## src/rtl/mem_arb_pkg.sv

```systemverilog
`default_nettype none
// ============================================================================
// Module      : mem_arb_pkg
// Description : Shared types for the unified memory arbiter: requester owner
//               encoding, arbitration FSM states and the response tag.
// Revision    : 1.0 - initial release
// ============================================================================
package mem_arb_pkg;

  // Which requester a memory access belongs to
  typedef enum logic {
    FETCH = 1'b0,
    DATA  = 1'b1
  } owner_e;

  // Arbitration priority state
  typedef enum logic {
    DPRI = 1'b0,
    IPRI = 1'b1
  } arb_state_e;

  // One in-flight read slot
  typedef struct packed {
    logic   valid;
    owner_e owner;
  } tag_t;

  // Deepest supported memory read latency
  localparam int MEM_LAT_MAX = 4;

endpackage
`default_nettype wire

```

## src/rtl/unified_mem_arbiter_resp_tag_pipe.sv

```systemverilog
`default_nettype none
// ============================================================================
// Module      : resp_tag_pipe
// Description : Fixed-depth shift register of response tags. A tag entering
//               stage 0 leaves the last stage DEPTH cycles later, lining up
//               with the memory read data. Reset clears every stage at once.
// Revision    : 1.0 - initial release
// ============================================================================
module resp_tag_pipe
  import mem_arb_pkg::*;
#(
  parameter int DEPTH = 1
) (
  input  logic clk,
  input  logic reset,
  input  tag_t tag_i,
  output tag_t tag_o
);

  tag_t tag_q [DEPTH];

  // Shift tags one stage per cycle; asynchronous clear drops all in-flight reads
  always_ff @(posedge clk or posedge reset) begin
    if (reset) begin
      for (int s = 0; s < DEPTH; s++) begin
        tag_q[s] <= '0;
      end
    end else begin
      tag_q[0] <= tag_i;
      for (int s = 1; s < DEPTH; s++) begin
        tag_q[s] <= tag_q[s-1];
      end
    end
  end

  assign tag_o = tag_q[DEPTH-1];

endmodule
`default_nettype wire

```

## src/rtl/unified_mem_arbiter.sv

```systemverilog
`default_nettype none
// ============================================================================
// Module      : unified_mem_arbiter
// Description : Shares one single-port synchronous memory between the CPU
//               fetch port and the MEM-stage data port. Data has priority;
//               a starvation counter forces a fetch grant after STARVE_MAX
//               consecutive data grants against a waiting fetch. A tag pipe
//               routes each read response back to its requester.
// Revision    : 1.0 - initial release
// ============================================================================
module unified_mem_arbiter
  import mem_arb_pkg::*;
#(
  parameter int ADDR_W     = 32,
  parameter int DATA_W     = 32,
  parameter int MEM_LAT    = 1,
  parameter int STARVE_MAX = 4
) (
  input  logic              clk,
  input  logic              reset,
  // fetch port
  input  logic              i_req,
  input  logic [ADDR_W-1:0] i_addr,
  output logic              i_gnt,
  output logic              i_rvalid,
  output logic [DATA_W-1:0] i_rdata,
  // data port
  input  logic              d_req,
  input  logic [ADDR_W-1:0] d_addr,
  input  logic [DATA_W-1:0] d_wdata,
  input  logic [3:0]        d_we,
  output logic              d_gnt,
  output logic              d_rvalid,
  output logic [DATA_W-1:0] d_rdata,
  // memory port
  output logic              m_req,
  output logic [ADDR_W-1:0] m_addr,
  output logic [DATA_W-1:0] m_wdata,
  output logic [3:0]        m_we,
  input  logic [DATA_W-1:0] m_rdata
);

  localparam logic [0:0] ST_DPRI    = 1'(DPRI);
  localparam logic [0:0] ST_IPRI    = 1'(IPRI);
  localparam logic [3:0] STARVE_LIM = 4'(STARVE_MAX);

  if (MEM_LAT < 1 || MEM_LAT > MEM_LAT_MAX) begin : g_bad_mem_lat
    $error("unified_mem_arbiter: MEM_LAT out of range");
  end
  if (STARVE_MAX < 1 || STARVE_MAX > 15) begin : g_bad_starve_max
    $error("unified_mem_arbiter: STARVE_MAX out of range");
  end

  logic [0:0] state_q, state_d;
  logic [3:0] scnt_q, scnt_d;
  logic       gnt_i, gnt_d;
  tag_t       tag_in, tag_out;

  // Grant decision; nothing is granted while reset is held
  always_comb begin
    gnt_i = 1'b0;
    gnt_d = 1'b0;
    if (!reset) begin
      if (state_q == ST_IPRI) begin
        if (i_req)      gnt_i = 1'b1;
        else if (d_req) gnt_d = 1'b1;
      end else begin
        if (d_req)      gnt_d = 1'b1;
        else if (i_req) gnt_i = 1'b1;
      end
    end
  end

  assign i_gnt = gnt_i;
  assign d_gnt = gnt_d;

  // Starvation count and priority next-state; the DPRI->IPRI decision looks at
  // the value the counter takes at this edge so fetch wins on the next cycle
  always_comb begin
    scnt_d  = scnt_q;
    state_d = state_q;
    if (gnt_i || !i_req) begin
      scnt_d = 4'd0;
    end else if (gnt_d) begin
      scnt_d = (scnt_q == 4'hF) ? scnt_q : scnt_q + 4'd1;
    end
    if (state_q == ST_DPRI) begin
      if (scnt_d == STARVE_LIM) state_d = ST_IPRI;
    end else begin
      if (gnt_i || !i_req) state_d = ST_DPRI;
    end
  end

  // Priority state and starvation counter registers
  always_ff @(posedge clk or posedge reset) begin
    if (reset) begin
      state_q <= ST_DPRI;
      scnt_q  <= 4'd0;
    end else begin
      state_q <= state_d;
      scnt_q  <= scnt_d;
    end
  end

  // Memory strobe and operand mux; idle cycles drive zeros
  always_comb begin
    m_req   = gnt_i | gnt_d;
    m_addr  = '0;
    m_wdata = '0;
    m_we    = 4'b0000;
    if (gnt_d) begin
      m_addr  = d_addr;
      m_wdata = d_wdata;
      m_we    = d_we;
    end else if (gnt_i) begin
      m_addr  = i_addr;
    end
  end

  // Reads launch a valid tag; stores launch an empty slot
  always_comb begin
    tag_in.valid = gnt_i | (gnt_d & (d_we == 4'b0000));
    tag_in.owner = gnt_i ? FETCH : DATA;
  end

  resp_tag_pipe #(
    .DEPTH (MEM_LAT)
  ) u_tag_pipe (
    .clk   (clk),
    .reset (reset),
    .tag_i (tag_in),
    .tag_o (tag_out)
  );

  assign i_rvalid = tag_out.valid && (tag_out.owner == FETCH);
  assign d_rvalid = tag_out.valid && (tag_out.owner == DATA);
  assign i_rdata  = m_rdata;
  assign d_rdata  = m_rdata;

endmodule
`default_nettype wire

```

## config.mk

```make
export PLATFORM = sky130hd
export DESIGN_NAME = unified_mem_arbiter
export DESIGN_NICKNAME = d
export VERILOG_FILES = /design/src/rtl/mem_arb_pkg.sv /design/src/rtl/unified_mem_arbiter_resp_tag_pipe.sv /design/src/rtl/unified_mem_arbiter.sv
export SDC_FILE = /design/constraint.sdc
export NUM_CORES = 1
export LEC_CHECK = 0
export ABC_AREA = 1
export BUFFER_PORTS_ARGS = -buffer_cell sky130_fd_sc_hd__buf_2
export CAP_MARGIN = 25
export CORE_AREA = 2 2 105 107
export CTS_CLUSTER_SIZE = 24
export DETAILED_ROUTE_END_ITERATION = 7
export DIE_AREA = 0 0 107 109
export GPL_TIMING_DRIVEN = 0
export HOLD_SLACK_MARGIN = 0.1
export MAX_ROUTING_LAYER = met4
export PLACE_DENSITY = 0.54
export SLEW_MARGIN = 20
export SYNTH_ARGS = -nofsm -noshare
export SYNTH_HDL_FRONTEND = slang
export SYNTH_HIERARCHICAL = 1
export SYNTH_SLANG_ARGS = --single-unit
```

## constraint.sdc

```tcl
create_clock -name clk -period 1.8 [get_ports clk]
set_clock_uncertainty 0.05 [all_clocks]
set_input_delay 0.27 -clock clk [delete_from_list [all_inputs] [get_ports clk]]
set_output_delay 0.27 -clock clk [all_outputs]
set_load 0.01 [all_outputs]
```

# Word level (Yosys, flattened, before mapping)
# Cells that the tools add are included.
# totals
wordCells	35
reg_bits	7
# classes
mux	19
n_addsub	1
reduce_logical	5
n_eq_ne	2
bitwise	4
# ops
operator	count
two-way mux 32 bit	3
two-way mux 4 bit	4
two-way mux 1 bit	12
adder 4 x 1 -> 4 bit (second input constant)	1
== test 4 x 3 -> 1 bit (second input constant)	1
== test 4 bit (second input constant)	1
logical NOT 4 bit	1
logical AND 1 bit	2
bitwise OR 1 bit	2
AND 1 bit	1
logical NOT 1 bit	1
logical OR 1 bit	1
NOT 1 bit	1

# Longest topological paths before layout
# Gate-level depths: netlist of run 1.
# depth
word_depth	9
ltp_mapped	10
depth_no_buf	9

# Modules after synthesis
# Netlist of run 1, hierarchy kept.
# by_module_without_submodules
mod	area_each_um2	cells_per_inst	n_inst
unified_mem_arbiter	1485.2	243	1
resp_tag_pipe	53.8	3	1

# Worst setup path before layout of run 1
# OpenSTA, ideal clock, no wires.
# synth_timing
kind	register -> output
from	register state_q
to	output m_addr[22]
t_required_ns	1.480
t_arrival_ns	1.077
slack_ns	0.403
path_buffers	2
stages_incl_launch_ff	7
cell_sequence	dfrtp_1 nand2_1 inv_1 nor2_2 buf_6 buf_4 a22o_1
# synth_lines
element	line	rtl
start, declared	unified_mem_arbiter.sv:54	logic [0:0] state_q, state_d;
start signal, assigned	unified_mem_arbiter.sv:100	state_q <= state_d;
two-way mux 1 bit	unified_mem_arbiter.sv:64	if (state_q == ST_IPRI) begin
two-way mux 1 bit	unified_mem_arbiter.sv:63	if (!reset) begin
via d_gnt	unified_mem_arbiter.sv:32	output logic d_gnt,
two-way mux 32 bit	unified_mem_arbiter.sv:111	if (gnt_d) begin
end, declared	unified_mem_arbiter.sv:37	output logic [ADDR_W-1:0] m_addr,
# The timed path passes the listed nets, and every way through them passes these cells.

# Worst setup path after layout of run 1
# layout_timing
from	register state_q
to	output m_addr[5]
# layout_via
elab_chain_cells	4
# layout_rtl
element	line	rtl
two-way mux 1 bit	unified_mem_arbiter.sv:64	
two-way mux 1 bit	unified_mem_arbiter.sv:63	
two-way mux 32 bit	unified_mem_arbiter.sv:115	end else if (gnt_i) begin
two-way mux 32 bit *	unified_mem_arbiter.sv:111	
# Mark *: on every way between the ends. The rest lies on a longest branch, timed or not.

==> summary.txt, run 1 <==
Final Critical Period: 1.79 ns
Sequential element share of the synthesized area: 11.4%
P_sw: 0.000381 W
Placed insts: 626
Post-Place Setup Slack: -0.0150 ns
Crit Path Category: reg -> out
Post-DRT Antenna Nets: 0
Synthesized Nets: 383
Setup ws final: 0.00779 ns
# nets final: 635
CTS Root Cell: clkbuf_8
Area of the multi-input gates: 631 µm²
Post-route cell area: 3080 µm²
Mapped Cells: 246
Rel. slew slack: 73.6%
TritonCTS Buffers: 3
Clk buf depth: 2
Compound-gate portion of the synthesized area: 19.8%
Yosys reg bits: 7
Post-synthesis cell type count: 18
Global placer's final weighted congestion: 0.751
Worst path required time: 1.48 ns
PwrDens: 347 nW/µm²
Seq. cell area: 175 µm²
Synthesized area: 1540 µm²
Overall routed net length: 6670 µm
Share of cells above drive strength 1: 66.8%
Fill count: 1,152
Worst-Skew Late Latency: 0.23 ns
H-tree Lvls: 1
Die X: 107 µm
Mux contribution to synthesized area: 0%
Core area: 10,600 µm²
Initial Utilization: 14.5%
Yosys warnings: 6
Fin cells: 637
Drt drc: 0
Slowest stage cell, crit path: dfrtp_1
Synthesized area per cell: 6.26 µm²
TritonCTS clock tree: yes
Worst EP arrival: 1.47 ns
Sink Count: 7
Post-layout util: 29.1%
Die span in y: 109 µm
Sequential power share: 16.1%
Area growth, synth to finish: 100%
Hold Crit Class: in -> reg
Post-DP HPWL: 5830 µm
Unrepaired setup endpoints after global routing: yes
DRT iter0 DRCs: 65
TritonRoute pass-1 iters: 4
Maximum vdd drop: 0.198 mV
Largest net degree at the start of global routing: 11
Max_cap viols: 0
Largest family of logic cells by synthesized area: buffers and inverters
Row Count: 38
Worst-path clk slew: 0.04 ns
Startpoint types: flop
Switching Share: 35.7%
Leakage Power: 2.12 nW
Outcome: finished clean
GR Util All Layers: 9.96%
Crit Path Max Fanout: 6
Slew Limit Fails: 0
Number of global-route vias before repair: 2,013
# IOs: 273
Die Footprint: 11,700 µm²
Vias: 2,363
Period utilization: 99.6%
Critical Path Max Stage Delay: 0.38 ns
Area share of and/or/nand/nor cells after synthesis: 19.3%
First-pass GRT wire length: 8940 µm
# port buffers: 240
Worst slew pin tran: 0.395 ns
Final hold violations: 0
Clock power share: 21.2%
Xor and xnor fraction of the mapped netlist area: 0%
Initial antenna violation count: 0
Synth Area in Adders: 0.813%
Design Power: 0.00107 W
Commonest non-fill, non-tap cell in the layout: buf_2
Fmax: 0.558 GHz
Vias per inst: 3.71
Diodes inserted: 0
Kind of cell adding the most delay to the critical path: buffers and inverters
Worst-path cell chain: nand2_2 -> inv_2 -> nor2_4 -> buf_8 -> buf_6 -> a22o_1 -> buf_2
Global route overflow: 0
Logic pwr share: 62.8%
Worst Setup End Kind: output pin
Internal Power: 0.000687 W
Routed WL per cell: 10.5 µm
CP bufs+invs: 4
Post-DP Area: 2920 µm²
Commonest non-fill, non-tap cells in the layout: 240 x buf_2, 70 x buf_4, 51 x inv_1, 41 x nor2_1, 32 x a22o_1
Endpoints failing setup: 0
## worst register-to-register path: stages, from the launching register on
cell,delay (ns)
dfrtp_1,0.39
ha_1,0.25
nand3_1,0.16
nand3_1,0.12
nand2_1,0.08
nand3_1,0.08
nand2_1,0.09
inv_1,0.04
nand2_1,0.05
nand2_1,0.05
## cell type report
class                           instances  share of cell area (%)
Tap cell                              140                    5.68
Buffer                                 75                    19.0
Clock buffer                            4                    1.46
Multi-Input combinational cell        110                    20.5
Inverter                               54                    6.58
Sequential cell                         7                    5.68
Timing Repair Buffer                  247                    41.1
## worst paths after layout
check | cells past startpoint | startpoint | slack, ns | endpoint
worst max-delay path | 7 | state_q | 0.008 | m_addr[5]
worst min-delay path | 3 | reset | 0.28 | state_q
worst max register to register | 9 | scnt_q[0] | 0.32 | state_q
worst min register to register | 2 | scnt_q[3] | 0.56 | scnt_q[3]
max in group asynchronous | 3 | reset | 0.99 | scnt_q[3]
min in group asynchronous | 3 | reset | 0.44 | u_tag_pipe/tag_o[0]
## repair_timing
item | 4_1_cts | 5_1_grt
buffers inserted | 2 | 2
gates resized for setup | 11 | 15
cloned | 0 | 1
hold endpoints to repair | 7 | 0
setup endpoints to repair | 31 | 62
hold buffers | 2 | 0
pin swaps | 2 | 3
## routing by layer
metal	vias up	part of all wire, %	global-route usage [%]	wire length, µm
met4	0	1.0	3.25	68
li1	1196	-	-	-
met1	1002	35	9.77	2310
met3	4	10	1.32	672
met5	-	0	-	0
met2	161	54	20.1	3620
## Yosys cell counts, drive strengths merged
cell type / n / share of area, %
buf: 74 / 35
inv: 54 / 13
nor2: 43 / 11
a22o: 32 / 18
nand2: 19 / 4.6
nand3: 8 / 2.6
dfrtp: 7 / 11
a21oi: 3 / 1.2
nand4: 2 / 0.81
and3: 1 / 0.41
clkbuf: 1 / 0.24
ha: 1 / 0.81
o21ai: 1 / 0.32
## cells by family after synthesis
family / count (synthesis)
buf+inv: 129
compound gates: 36
simple gates: 73
flops: 7
fa+ha+maj: 1
## registers in the layout (all words and copies together) (netlist names)
signal	flops
scnt_q	4
state_q	1
u_tag_pipe/tag_o	2
## stage by stage
stage | TNS (ns) | hold WS (ns)
5_1_grt | -1.48 | 0.299
4_1_cts | -0.0129 | 0.279
3_3_place_gp | 0 | 0.123
6_report | 0 | 0.281
2_1_floorplan | 0 | -0.0388
3_5_place_dp | -0.0150 | 0.136
## power by group through the flow
stage | Sequential (W) | Clock [W] | Combinational (W)
floorplan | 0.000172 | 0 | 0.000349
global placement | 0.000173 | 0 | 0.000639
detailed placement | 0.000173 | 0 | 0.000645
CTS | 0.000171 | 0.000235 | 0.000664
global route | 0.000173 | 0.000242 | 0.000735
finish | 0.000172 | 0.000226 | 0.000670
(Power assumes the default switching activity.)
==> inputs of run 2 (changes only) <==
--- a/config.mk
+++ b/config.mk
@@ -8,14 +8,14 @@
 export ABC_AREA = 1
 export BUFFER_PORTS_ARGS = -buffer_cell sky130_fd_sc_hd__buf_2
 export CAP_MARGIN = 25
-export CORE_AREA = 2 2 105 107
+export CORE_AREA = 2 2 106 108
 export CTS_CLUSTER_SIZE = 24
 export DETAILED_ROUTE_END_ITERATION = 7
-export DIE_AREA = 0 0 107 109
+export DIE_AREA = 0 0 108 110
 export GPL_TIMING_DRIVEN = 0
 export HOLD_SLACK_MARGIN = 0.1
 export MAX_ROUTING_LAYER = met4
-export PLACE_DENSITY = 0.54
+export PLACE_DENSITY = 0.55
 export SLEW_MARGIN = 20
 export SYNTH_ARGS = -nofsm -noshare
 export SYNTH_HDL_FRONTEND = slang
==> constraint.sdc (replaced) <==
create_clock -name clk -period 1.5 [get_ports clk]
set_clock_uncertainty 0.05 [all_clocks]
set_input_delay 0.225 -clock clk [delete_from_list [all_inputs] [get_ports clk]]
set_output_delay 0.225 -clock clk [all_outputs]
set_load 0.01 [all_outputs]
==> summary.txt, run 2 (synthesis results as in run 1) <==
Drt drc: 0
Overall routed net length: 7090 µm
Crit Path Max Fanout: 6
Hold EP: state_q
Placed insts: 626
Setup ws final: -0.241 ns
Met3 wire len: 702 µm
Final Critical Period: 1.74 ns
Worst Reg-to-Reg Cells: 13
Area of the multi-input gates: 865 µm²
Hold depth: 3
CTS Root Cell: clkbuf_8
Fmax: 0.574 GHz
Worst-path clk slew: 0.04 ns
Final hold violations: 0
Global route overflow: 0
Slowest stage cell, crit path: dfrtp_1
R2r endpoint: state_q
Worst slew pin tran: 0.487 ns
First-pass GRT wire length: 8730 µm
DRT iter0 DRCs: 45
Post-layout util: 34.1%
Commonest non-fill, non-tap cells in the layout: 216 x buf_2, 76 x buf_4, 50 x inv_1, 33 x buf_6, 32 x a22o_1
Worst-Skew Late Latency: 0.24 ns
Initial Utilization: 14.4%
R2r setup slk: -0.11 ns
Startpoint types: flop
Final hold slack: 0.229 ns
Unrepaired setup endpoints after global routing: yes
Worst EP arrival: 1.47 ns
Initial antenna violation count: 0
Worst-path cell chain: nand2_2 -> buf_6 -> nand2_8 -> buf_8 -> clkbuf_16 -> nor2_1 -> buf_2
Kind of cell adding the most delay to the critical path: buffers and inverters
Outcome: complete, but fails checks
TritonCTS clock tree: yes
# nets final: 648
Vias: 2,471
Vias per inst: 3.80
Global placer's final weighted congestion: 0.752
Fill count: 1,078
Worst path required time: 1.22 ns
Max_cap viols: 0
PwrDens: 401 nW/µm²
Area growth, synth to finish: 137%
Die span in y: 110 µm
# port buffers: 240
Max reg flops: 4
H-tree Lvls: 1
Worst Setup End Kind: output pin
Post-route cell area: 3650 µm²
Hold wc startpoint: reset
Period utilization: 116%
Core area: 10,700 µm²
Clk buf depth: 2
Wl on met1: 2420 µm
Die Footprint: 11,900 µm²
Largest net degree at the start of global routing: 11
Commonest non-fill, non-tap cell in the layout: buf_2
Highest routed layer: met4
Register name with the most flops: scnt_q
Rel. slew slack: 67.5%
TritonCTS Buffers: 3
Diodes inserted: 0
Routed WL per cell: 10.9 µm
Leakage Power: 2.24 nW
Die X: 108 µm
Failing checks: negative setup slack
Post-DP HPWL: 5540 µm
Slew Limit Fails: 0
Post-DRT Antenna Nets: 0
Post-DP Area: 2920 µm²
Seq. cell area: 175 µm²
Critical Path Max Stage Delay: 0.40 ns
Endpoints failing setup: 71
# IOs: 273
Row Count: 38
Sink Count: 7
Maximum vdd drop: 0.137 mV
Crit Path Category: reg -> out
TritonRoute pass-1 iters: 4
Met2 routed WL: 3880 µm
Share of cells above drive strength 1: 75.3%
GR Util All Layers: 9.40%
Number of global-route vias before repair: 2,056
R2r startpoint: state_q
Fin cells: 650
CP bufs+invs: 4
Hold Crit Class: in -> reg
Setup TNS: -12.81 ns
[run 2: cell count changes in the layout (fill, tap and decap cells not counted), sizes merged]
cell / before / now
buf: 318 / 332
clkbuf: 6 / 5
[run 2: power breakdown]
group / internal, W / leakage (nW) / switching (W)
combinational: 0.000540 / 2.13 / 0.000433
clock: 0.000185 / 0.0228 / 0.0000970
sequential: 0.000199 / 0.0912 / 0.00000788
[run 2: per-layer routing]
metal	up-vias	GRT usage, %
li1	1221	-
met1	1084	9.56
met2	160	18.9
met3	6	0.529
met4	0	3.39
met5	-	-
[run 2: through the flow]
stage / power, W / worst slack, ns
floorplan: 0.000625 / 0.148
global placement: 0.000970 / -0.230
detailed placement: 0.000978 / -0.243
CTS: 0.00135 / -0.248
global route: 0.00155 / -0.287
finish: 0.00146 / -0.241
[run 2: how the worst max path moves through the flow]
stage,to,slack (ns),cells after the start,from
floorplan,m_addr[22],0.15,6,state_q
global placement,m_addr[2],-0.23,7,state_q
detailed placement,m_addr[2],-0.24,7,reset
CTS,m_addr[2],-0.25,7,state_q
global route,m_addr[2],-0.29,7,state_q
finish,m_wdata[18],-0.24,7,state_q
[run 2: layout make-up]
type / count / share of cell area (%)
Tap cell: 140 / 4.80
Inverter: 54 / 5.70
Buffer: 75 / 17.0
Timing Repair Buffer: 260 / 42.8
Clock buffer: 4 / 1.24
Sequential cell: 7 / 4.80
Multi-Input combinational cell: 110 / 23.7
[run 2: what timing repair did]
action	4_1_cts	5_1_grt
buffers inserted	10	5
pin swaps	7	13
gates cloned	3	1
resized for setup	47	83
hold buffers	2	0
hold endpoints to repair	7	0
endpoints found under the setup margin	71	73
[run 2: worst register-to-register path: stages (launching register included)]
cell,delay [ns]
dfrtp_1,0.38
nand2_2,0.08
inv_2,0.08
nor2_4,0.04
buf_6,0.13
buf_4,0.13
buf_6,0.11
buf_4,0.13
nand3_1,0.08
nand3_2,0.08
nand2_1,0.08
inv_1,0.04
nand2_1,0.05
nand2_1,0.05
